**src/rtl/fll_cfg_pkg.sv**
```systemverilog
`default_nettype none
// ============================================================================
// fll_cfg_pkg : register map, field positions and FSM encodings shared by the
//               FLL config responder and its lock model.
// Rev 1.0
// ============================================================================
package fll_cfg_pkg;

  typedef enum logic [1:0] {
    REG_STATUS = 2'd0,
    REG_CFG1   = 2'd1,
    REG_CFG2   = 2'd2,
    REG_INTEG  = 2'd3
  } reg_idx_e;

  localparam int CFG1_MODE_BIT = 31;

  localparam int MFI_LSB = 0;
  localparam int MFI_MSB = 15;
  localparam int MFI_W   = 16;
  localparam int DCO_LSB = 16;
  localparam int DCO_MSB = 25;
  localparam int DCO_W   = 10;

  localparam logic [31:0] CFG1_RST  = 32'h0000_0000;
  localparam logic [31:0] CFG2_RST  = 32'h0000_0000;
  localparam logic [31:0] INTEG_RST = 32'h0000_0000;

  localparam logic [1:0] ST_IDLE = 2'd0;
  localparam logic [1:0] ST_WAIT = 2'd1;
  localparam logic [1:0] ST_ACK  = 2'd2;
  localparam logic [1:0] ST_DONE = 2'd3;

endpackage
`default_nettype wire

```
**src/rtl/fll_lock_model.sv**
```systemverilog
`default_nettype none
// ============================================================================
// fll_lock_model : behavioural lock timer for one FLL; lock follows a
//                  closed-loop reconfiguration after LOCK_CYCLES+1 cycles.
// Rev 1.0
// ============================================================================
module fll_lock_model
  import fll_cfg_pkg::*;
#(
  parameter int LOCK_CYCLES = 64
) (
  input  logic clk_i,
  input  logic rst_i,
  input  logic reconf_i,
  input  logic closed_loop_i,
  output logic lock_o
);

  localparam int CNT_W = $clog2(LOCK_CYCLES + 1);

  logic [CNT_W-1:0] cnt_q, cnt_d;
  logic             busy_q, busy_d;
  logic             lock_q, lock_d;

  always_comb begin
    cnt_d  = cnt_q;
    busy_d = busy_q;
    lock_d = lock_q;
    if (reconf_i) begin
      // Any reconfiguration restarts from scratch; open loop simply parks it.
      lock_d = 1'b0;
      if (closed_loop_i) begin
        cnt_d  = CNT_W'(LOCK_CYCLES);
        busy_d = 1'b1;
      end else begin
        cnt_d  = '0;
        busy_d = 1'b0;
      end
    end else if (busy_q) begin
      if (cnt_q == '0) begin
        lock_d = 1'b1;
        busy_d = 1'b0;
      end else begin
        cnt_d = cnt_q - 1'b1;
      end
    end
  end

  always_ff @(posedge clk_i) begin
    if (rst_i) begin
      cnt_q  <= '0;
      busy_q <= 1'b0;
      lock_q <= 1'b0;
    end else begin
      cnt_q  <= cnt_d;
      busy_q <= busy_d;
      lock_q <= lock_d;
    end
  end

  assign lock_o = lock_q;

endmodule
`default_nettype wire

```
**src/rtl/fll_cfg_responder.sv**
```systemverilog
`default_nettype none
// ============================================================================
// fll_cfg_responder : FLL_BUS config target with per-FLL CFG1/CFG2/INTEG banks,
//                     a read-only STATUS register and a behavioural lock model.
// Rev 1.0
// ============================================================================
module fll_cfg_responder
  import fll_cfg_pkg::*;
#(
  parameter int NR_FLLS     = 3,
  parameter int ADDR_W      = 4,
  parameter int DATA_W      = 32,
  parameter int ACK_LAT     = 2,
  parameter int LOCK_CYCLES = 64
) (
  input  logic                  clk_i,
  input  logic                  rst_i,
  input  logic                  req_i,
  input  logic [ADDR_W-1:0]     addr_i,
  input  logic                  web_i,
  input  logic [DATA_W-1:0]     wdata_i,
  output logic                  ack_o,
  output logic [DATA_W-1:0]     rdata_o,
  output logic [NR_FLLS-1:0]    lock_o,
  output logic [NR_FLLS*16-1:0] mfi_o,
  output logic [NR_FLLS*10-1:0] dco_o
);

  localparam int FIDX_W = ADDR_W - 2;
  localparam int LAT_W  = (ACK_LAT > 1) ? $clog2(ACK_LAT) : 1;

  logic [1:0]        state_q, state_d;
  logic [LAT_W-1:0]  lat_q, lat_d;
  logic [ADDR_W-1:0] addr_q, addr_d;
  logic              web_q, web_d;
  logic [DATA_W-1:0] wdata_q, wdata_d;
  logic              ack_q, ack_d;
  logic [DATA_W-1:0] rdata_q, rdata_d;

  logic [DATA_W-1:0] cfg1_q  [NR_FLLS];
  logic [DATA_W-1:0] cfg2_q  [NR_FLLS];
  logic [DATA_W-1:0] integ_q [NR_FLLS];

  logic              w_commit;
  logic [FIDX_W-1:0] w_fidx;
  reg_idx_e          w_reg;
  logic [DATA_W-1:0] w_rd_mux;
  logic [NR_FLLS-1:0] w_lock;
  logic [NR_FLLS-1:0] w_reconf;
  logic [NR_FLLS-1:0] w_closed;

  assign w_fidx = addr_q[ADDR_W-1:2];
  assign w_reg  = reg_idx_e'(addr_q[1:0]);

  // Handshake FSM: only the values latched in IDLE are used for the access.
  always_comb begin
    state_d  = state_q;
    lat_d    = lat_q;
    addr_d   = addr_q;
    web_d    = web_q;
    wdata_d  = wdata_q;
    ack_d    = 1'b0;
    rdata_d  = '0;
    w_commit = 1'b0;
    case (state_q)
      ST_IDLE: begin
        if (req_i) begin
          addr_d  = addr_i;
          web_d   = web_i;
          wdata_d = wdata_i;
          lat_d   = LAT_W'(ACK_LAT - 1);
          state_d = ST_WAIT;
        end
      end
      ST_WAIT: begin
        if (lat_q == '0) begin
          w_commit = 1'b1;
          ack_d    = 1'b1;
          rdata_d  = web_q ? w_rd_mux : '0;
          state_d  = ST_ACK;
        end else begin
          lat_d = lat_q - 1'b1;
        end
      end
      ST_ACK: begin
        state_d = ST_DONE;
      end
      ST_DONE: begin
        if (!req_i) state_d = ST_IDLE;
      end
      default: begin
        state_d = ST_IDLE;
      end
    endcase
  end

  always_ff @(posedge clk_i) begin
    if (rst_i) begin
      state_q <= ST_IDLE;
      lat_q   <= '0;
      addr_q  <= '0;
      web_q   <= 1'b0;
      wdata_q <= '0;
      ack_q   <= 1'b0;
      rdata_q <= '0;
    end else begin
      state_q <= state_d;
      lat_q   <= lat_d;
      addr_q  <= addr_d;
      web_q   <= web_d;
      wdata_q <= wdata_d;
      ack_q   <= ack_d;
      rdata_q <= rdata_d;
    end
  end

  // Out-of-range FLL indices match no bank, so writes drop and reads return 0.
  always_comb begin
    w_rd_mux = '0;
    for (int i = 0; i < NR_FLLS; i++) begin
      if (w_fidx == FIDX_W'(i)) begin
        case (w_reg)
          REG_STATUS: begin
            w_rd_mux[DATA_W-1] = w_lock[i];
            if (w_lock[i]) w_rd_mux[MFI_MSB:MFI_LSB] = integ_q[i][MFI_MSB:MFI_LSB];
          end
          REG_CFG1:  w_rd_mux = cfg1_q[i];
          REG_CFG2:  w_rd_mux = cfg2_q[i];
          REG_INTEG: w_rd_mux = integ_q[i];
          default:   w_rd_mux = '0;
        endcase
      end
    end
  end

  always_ff @(posedge clk_i) begin
    if (rst_i) begin
      for (int i = 0; i < NR_FLLS; i++) begin
        cfg1_q[i]  <= DATA_W'(CFG1_RST);
        cfg2_q[i]  <= DATA_W'(CFG2_RST);
        integ_q[i] <= DATA_W'(INTEG_RST);
      end
    end else if (w_commit && !web_q) begin
      for (int i = 0; i < NR_FLLS; i++) begin
        if (w_fidx == FIDX_W'(i)) begin
          case (w_reg)
            REG_CFG1:  cfg1_q[i]  <= wdata_q;
            REG_CFG2:  cfg2_q[i]  <= wdata_q;
            REG_INTEG: integ_q[i] <= wdata_q;
            default:   ;
          endcase
        end
      end
    end
  end

  generate
    for (genvar i = 0; i < NR_FLLS; i++) begin : g_fll
      // Loop mode is judged on CFG1 as it will be after this write.
      assign w_reconf[i] = w_commit && !web_q && (w_fidx == FIDX_W'(i)) &&
                           ((w_reg == REG_CFG1) || (w_reg == REG_INTEG));
      assign w_closed[i] = (w_reg == REG_CFG1) ? wdata_q[CFG1_MODE_BIT]
                                               : cfg1_q[i][CFG1_MODE_BIT];

      fll_lock_model #(
        .LOCK_CYCLES (LOCK_CYCLES)
      ) u_lock (
        .clk_i         (clk_i),
        .rst_i         (rst_i),
        .reconf_i      (w_reconf[i]),
        .closed_loop_i (w_closed[i]),
        .lock_o        (w_lock[i])
      );

      assign mfi_o[i*MFI_W +: MFI_W] = integ_q[i][MFI_MSB:MFI_LSB];
      assign dco_o[i*DCO_W +: DCO_W] = integ_q[i][DCO_MSB:DCO_LSB];
    end
  endgenerate

  assign ack_o   = ack_q;
  assign rdata_o = rdata_q;
  assign lock_o  = w_lock;

endmodule
`default_nettype wire
```
**config.mk**
```make
export PLATFORM = sky130hd
export DESIGN_NAME = fll_cfg_responder
export DESIGN_NICKNAME = d
export VERILOG_FILES = /design/src/rtl/fll_cfg_pkg.sv /design/src/rtl/fll_lock_model.sv /design/src/rtl/fll_cfg_responder.sv
export SDC_FILE = /design/constraint.sdc
export NUM_CORES = 1
export LEC_CHECK = 0
export BUFFER_PORTS_ARGS = -buffer_cell sky130_fd_sc_hd__clkbuf_2
export CAP_MARGIN = 20
export CORE_UTILIZATION = 28
export DETAILED_ROUTE_END_ITERATION = 10
export PLACE_DENSITY = 0.43
export SKIP_CTS_REPAIR_TIMING = 1
export SLEW_MARGIN = 20
export SYNTH_ARGS = -nofsm -noshare
export SYNTH_HDL_FRONTEND = slang
export SYNTH_SLANG_ARGS = --single-unit
```
**constraint.sdc**
```tcl
create_clock -name clk_i -period 3.09 [get_ports clk_i]
set_clock_uncertainty 0.15 [all_clocks]
set_input_delay 0.309 -clock clk_i [delete_from_list [all_inputs] [get_ports clk_i]]
set_output_delay 0.309 -clock clk_i [all_outputs]
set_load 0.02 [all_outputs]
```
Word-level counts from Yosys, hierarchy flattened
Memory sizes are Yosys's and may differ from the RTL's.
Index checks and enable logic that the tools add are counted.
- bits in registers: 100
- RAM bits: 288
- input bits: 40
- logic and storage cells: 181
- memories: 3
- memories (memory ; depth ; bits a word ; rd ports ; clocked after memory_dff ; write ports ; line ; text):
    cfg1_q ; 3 ; 32 ; 3 ; 0 ; 3 ; fll_cfg_responder.sv:40 ; logic [DATA_W-1:0] cfg1_q [NR_FLLS];
    cfg2_q ; 3 ; 32 ; 3 ; 0 ; 3 ; fll_cfg_responder.sv:41 ; logic [DATA_W-1:0] cfg2_q [NR_FLLS];
    integ_q ; 3 ; 32 ; 3 ; 0 ; 3 ; fll_cfg_responder.sv:42 ; logic [DATA_W-1:0] integ_q [NR_FLLS];
- add/subtract/negate cells: 4
- equal/unequal tests: 14
- mux-type cells: 101
- bitwise gates (word level): 11
- reduce and logical (&&, ||, !) cells: 32
- operator list (cell ; count):
    two-way mux 32 bit ; 12
    one-hot mux 16 bit (4 select lines) ; 3
    one-hot mux 15 bit (3 select lines) ; 3
    two-way mux 7 bit ; 12
    two-way mux 1 bit ; 60
    two-way mux 16 bit ; 3
    logical NOT 7 bit ; 3
    subtractor 7 x 1 -> 7 bit, second input constant ; 3
    AND reduction 2 bit ; 8
    one-hot mux 1 bit (4 select lines) ; 3
    == test 2 bit, second input constant ; 5
    bitwise OR 1 bit ; 9
    one-hot mux 2 bit (4 select lines) ; 1
    nonzero test 2 bit ; 4
    logical AND 1 bit ; 7
    == test 2 x 1 -> 1 bit, second input constant ; 3
    logical NOT 2 bit ; 3
    two-way mux 2 bit ; 3
    inequality test 2 x 1 -> 1 bit, second input constant ; 3
    inequality test 2 bit, second input constant ; 3
    OR reduction 2 bit ; 3
    OR reduction 4 bit ; 1
    AND reduction 3 bit ; 1
    NOT 1 bit ; 2
    other kinds (4) ; 4

Logic depth before layout (Yosys ltp)
- word-level depth: 9
- mapped depth: 8
- depth with buffers taken out: 6

Hierarchy
Synthesis repeated with hierarchy kept, for this count alone.
- cell total of the unflattened synthesis: 1222
- area, all modules: 16270.6 um^2
- by module, submodules not included (module ; instances ; cells each ; area an instance (um^2) ; seq. area each (um^2)):
    fll_cfg_responder ; 1 ; 1078 ; 14956.8 ; 10109.7
    fll_lock_model ; 3 ; 48 ; 437.9 ; 180.2

Worst setup path before layout
No wires, ideal clock.
- kind: reg-to-reg
- from: reg state_q[1]
- to: mem cfg1_q[0][0] (enable)
- setup time: 428 ps
- arrival time: 2703 ps
- required time: 2512 ps
- setup slack: -191 ps
- stages on the path, launching flop included: 6
- buffers on the path: 0
- clock period less this slack: 3281 ps
- cells stage by stage: dfxtp_1 -> inv_1 -> ha_1 -> nor3b_1 -> nand2_1 -> o21bai_1
- RTL lines (what ; line ; text):
    start: declaration ; fll_cfg_responder.sv:32 ; logic [1:0] state_q, state_d;
    start signal: assignment ; fll_cfg_responder.sv:107 ; state_q <= state_d;
    end: declaration ; fll_cfg_responder.sv:40 ;

==> impl_metrics.json <==
{
  "status": "completed",
  "ys_warn_count": 0,
  "num-fill-cells": 5655,
  "cts.sinks": 388,
  "finalSetupViolations": 0,
  "hold_class": "in2reg",
  "post_drt_wl_per_cell_um": 22.8,
  "num_antenna_cells": 0,
  "cp-start-kind": "flip-flop",
  "drtPass1Iterations": 5,
  "post-dp-hpwl_mm": 31.2,
  "endpoint_kind": "flip-flop",
  "ios": 154,
  "htree_levels": 2,
  "period_minus_slack_ps": 2840,
  "tightest_slew_ps": 1110,
  "slew_headroom": 0.257,
  "preCtsSetupSlack_ps": 237,
  "final.setup.tns_ps": 0,
  "rows": 88,
  "leakage_nw": 7.11,
  "synth_top_area_frac": 0.527,
  "initial_core_util": 0.284,
  "grt.overflow.total": 0,
  "grt_pass1_wl_mm": 71.2,
  "drc": 0,
  "multiInputGateArea_um2": 4830,
  "core_area_um2": 57800,
  "gp_congestion": 0.755,
  "synth_edf_count": 288,
  "grt_max_degree": 49,
  "path_clk_slew_ps": 60,
  "worst_slack_ps": 253,
  "final_util": 0.341,
  "rrSetupSlack_ps": 250,
  "die_w_um": 244,
  "drive_above_1_share": 0.270,
  "fp.dieH_um": 244,
  "synthTopCellsByCount": "288 x edfxtp_1, 100 x dfxtp_1, 100 x nand2_1",
  "insertion_delay_ps": 580,
  "syn_avg_cell_area_um2": 13.4,
  "p_per_area_nw_per_um2": 692,
  "grt_pass1_vias": 10700,
  "ant_nets": 0,
  "peakVddDrop_mv": 0.373,
  "synth.most_common_cell": "edfxtp_1",
  "cts_tree": "done",
  "area_growth_syn_to_layout_pct": 20.1,
  "worst_ep_required_time_ps": 3230,
  "synth.distinct_cells": 56,
  "avgViaCountPerCell": 4.85,
  "layout.nets": 1399,
  "synth_area_leaders": "edfxtp_1 53%, dfxtp_1 12%, mux2_2 4.7%, buf_4 4.0%, and2_1 3.7%",
  "ys_seq_area_frac": 0.649,
  "clockRootBuffer": "clkbuf_16",
  "drt-initial-drc-count": 691,
  "ys_ff_latch": 388,
  "cts_buffers": 45,
  "cap_violations": 0,
  "syn_area_um2": 16400,
  "synthFlopType": "edfxtp_1",
  "ys_async_sr_fraction": 0,
  "critPathKind": "reg2reg",
  "synth_top_area_cell": "edfxtp_1",
  "io_buffers": 153,
  "cp.arrival_ps": 2980,
  "grt_util_all_layers": 0.163,
  "syn_nets": 1276,
  "dr_total_vias": 10400,
  "regArea_um2": 10700,
  "slew_violations": 0,
  "cp_max_fo": 19,
  "grt_setup_unrepaired": "no",
  "clock.fmax_mhz": 353,
  "cts.path.max_buffers": 3,
  "netlist_instances": 1226,
  "antenna_found_initial": 1,
  "hold_violations": 0,
  "wirelength_mm": 48.9,
  "period_share": 0.918,
  "die_area_um2": 59600
}
==> power breakdown <==
part           switching [mW]  internal [mW]  total (mW)  leakage (nW)
sequential              0.252           5.88        6.13          3.79
combinational            1.25          0.725        1.97          2.58
clock                    2.18           3.36        5.54         0.737
total                    3.68           9.96        13.6          7.11
==> worst paths after layout <==
path / startpoint / end / cells after the start
max reg2reg: state_q[1] / integ_q[0][6] / 7
max: state_q[1] / integ_q[0][6] / 7
min reg2reg: wdata_q[26] / wdata_q[26] / 2
min: req_i / state_q[0] / 5
==> worst max-delay path, stage by stage (launching register included) <==
cell	delay (ps)
dfxtp_1	330
inv_1	90
ha_1	250
nor3b_1	220
buf_4	170
nand2_1	170
o21bai_4	900
buf_4	280
==> flip-flops by register name, indices dropped and copies added (netlist names) <==
name / flops
g_fll.u_lock.busy_q: 3
state_q: 2
g_fll.u_lock.lock_o: 3
web_q: 1
wdata_q: 32
rdata_o: 32
integ_q: 96
addr_q: 4
lat_q: 1
g_fll.u_lock.cnt_q: 21
cfg1_q: 96
cfg2_q: 96
ack_o: 1
==> logic make-up (layout without fill, tap and decap cells) <==
| logic type | Yosys count | count (layout) | synth area share |
|---|---|---|---|
| buf+inv | 174 | 333 | 0.0630 |
| flops | 388 | 388 | 0.649 |
| simple gates | 303 | 303 | 0.0959 |
| compound gates | 255 | 255 | 0.119 |
| xor+xnor | 15 | 15 | 0.00801 |
| fa+ha+maj | 10 | 10 | 0.00763 |
| mux | 81 | 81 | 0.0569 |
==> metal layers <==
metal | GRT usage | up-vias | part of all wire
met3 | 0.0292 | 82 | 0.047
li1 | - | 4784 | -
met5 | 0 | - | 0
met4 | 0.0561 | 0 | 0.029
met2 | 0.265 | 276 | 0.47
met1 | 0.218 | 5280 | 0.45
==> layout by cell type, fill, tap and decap left out, types with 6 or more instances in the layout <==
cell type / n
inv_1: 12
clkinv_1: 6
mux2i_1: 10
o32ai_2: 10
o21a_1: 6
o21bai_4: 9
a221oi_1: 42
mux2_2: 68
nor2_1: 35
a222oi_1: 12
bufinv_16: 8
clkbuf_1: 7
clkbuf_2: 153
a31oi_1: 8
o2111ai_1: 7
clkbuf_16: 45
a21oi_1: 63
ha_1: 10
o21ai_0: 16
a22o_1: 8
nand2b_1: 11
nor2b_1: 21
buf_12: 14
a221o_1: 15
dfxtp_1: 97
xor2_1: 11
clkinv_2: 8
edfxtp_1: 288
dlygate4sd3_1: 37
and2_1: 96
buf_4: 34
a22oi_1: 30
nand2_1: 100
==> cell type report <==
cell class,instances,area share
sequential,388,0.541
multi-input combinational,664,0.245
timing repair buffer,238,0.0849
clock buffer,52,0.0585
tap,765,0.0486
clock inverter,31,0.0192
inverter,12,0.00229
==> metrics by stage <==
| stage | hold WS, ps | area [µm²] | total power [mW] | std cells |
|---|---|---|---|---|
| after floorplan | 295 | 16400 | 7.42 | 1226 |
| after global placement | 326 | 17800 | 8.19 | 2030 |
| after detailed placement | 331 | 17800 | 8.20 | 2030 |
| after CTS | -246 | 19300 | 13.8 | 2113 |
| after global routing | 90.5 | 19700 | 14.2 | 2150 |
| final | 65.6 | 19700 | 13.6 | 2150 |
Power figures use the tool's default switching activity.
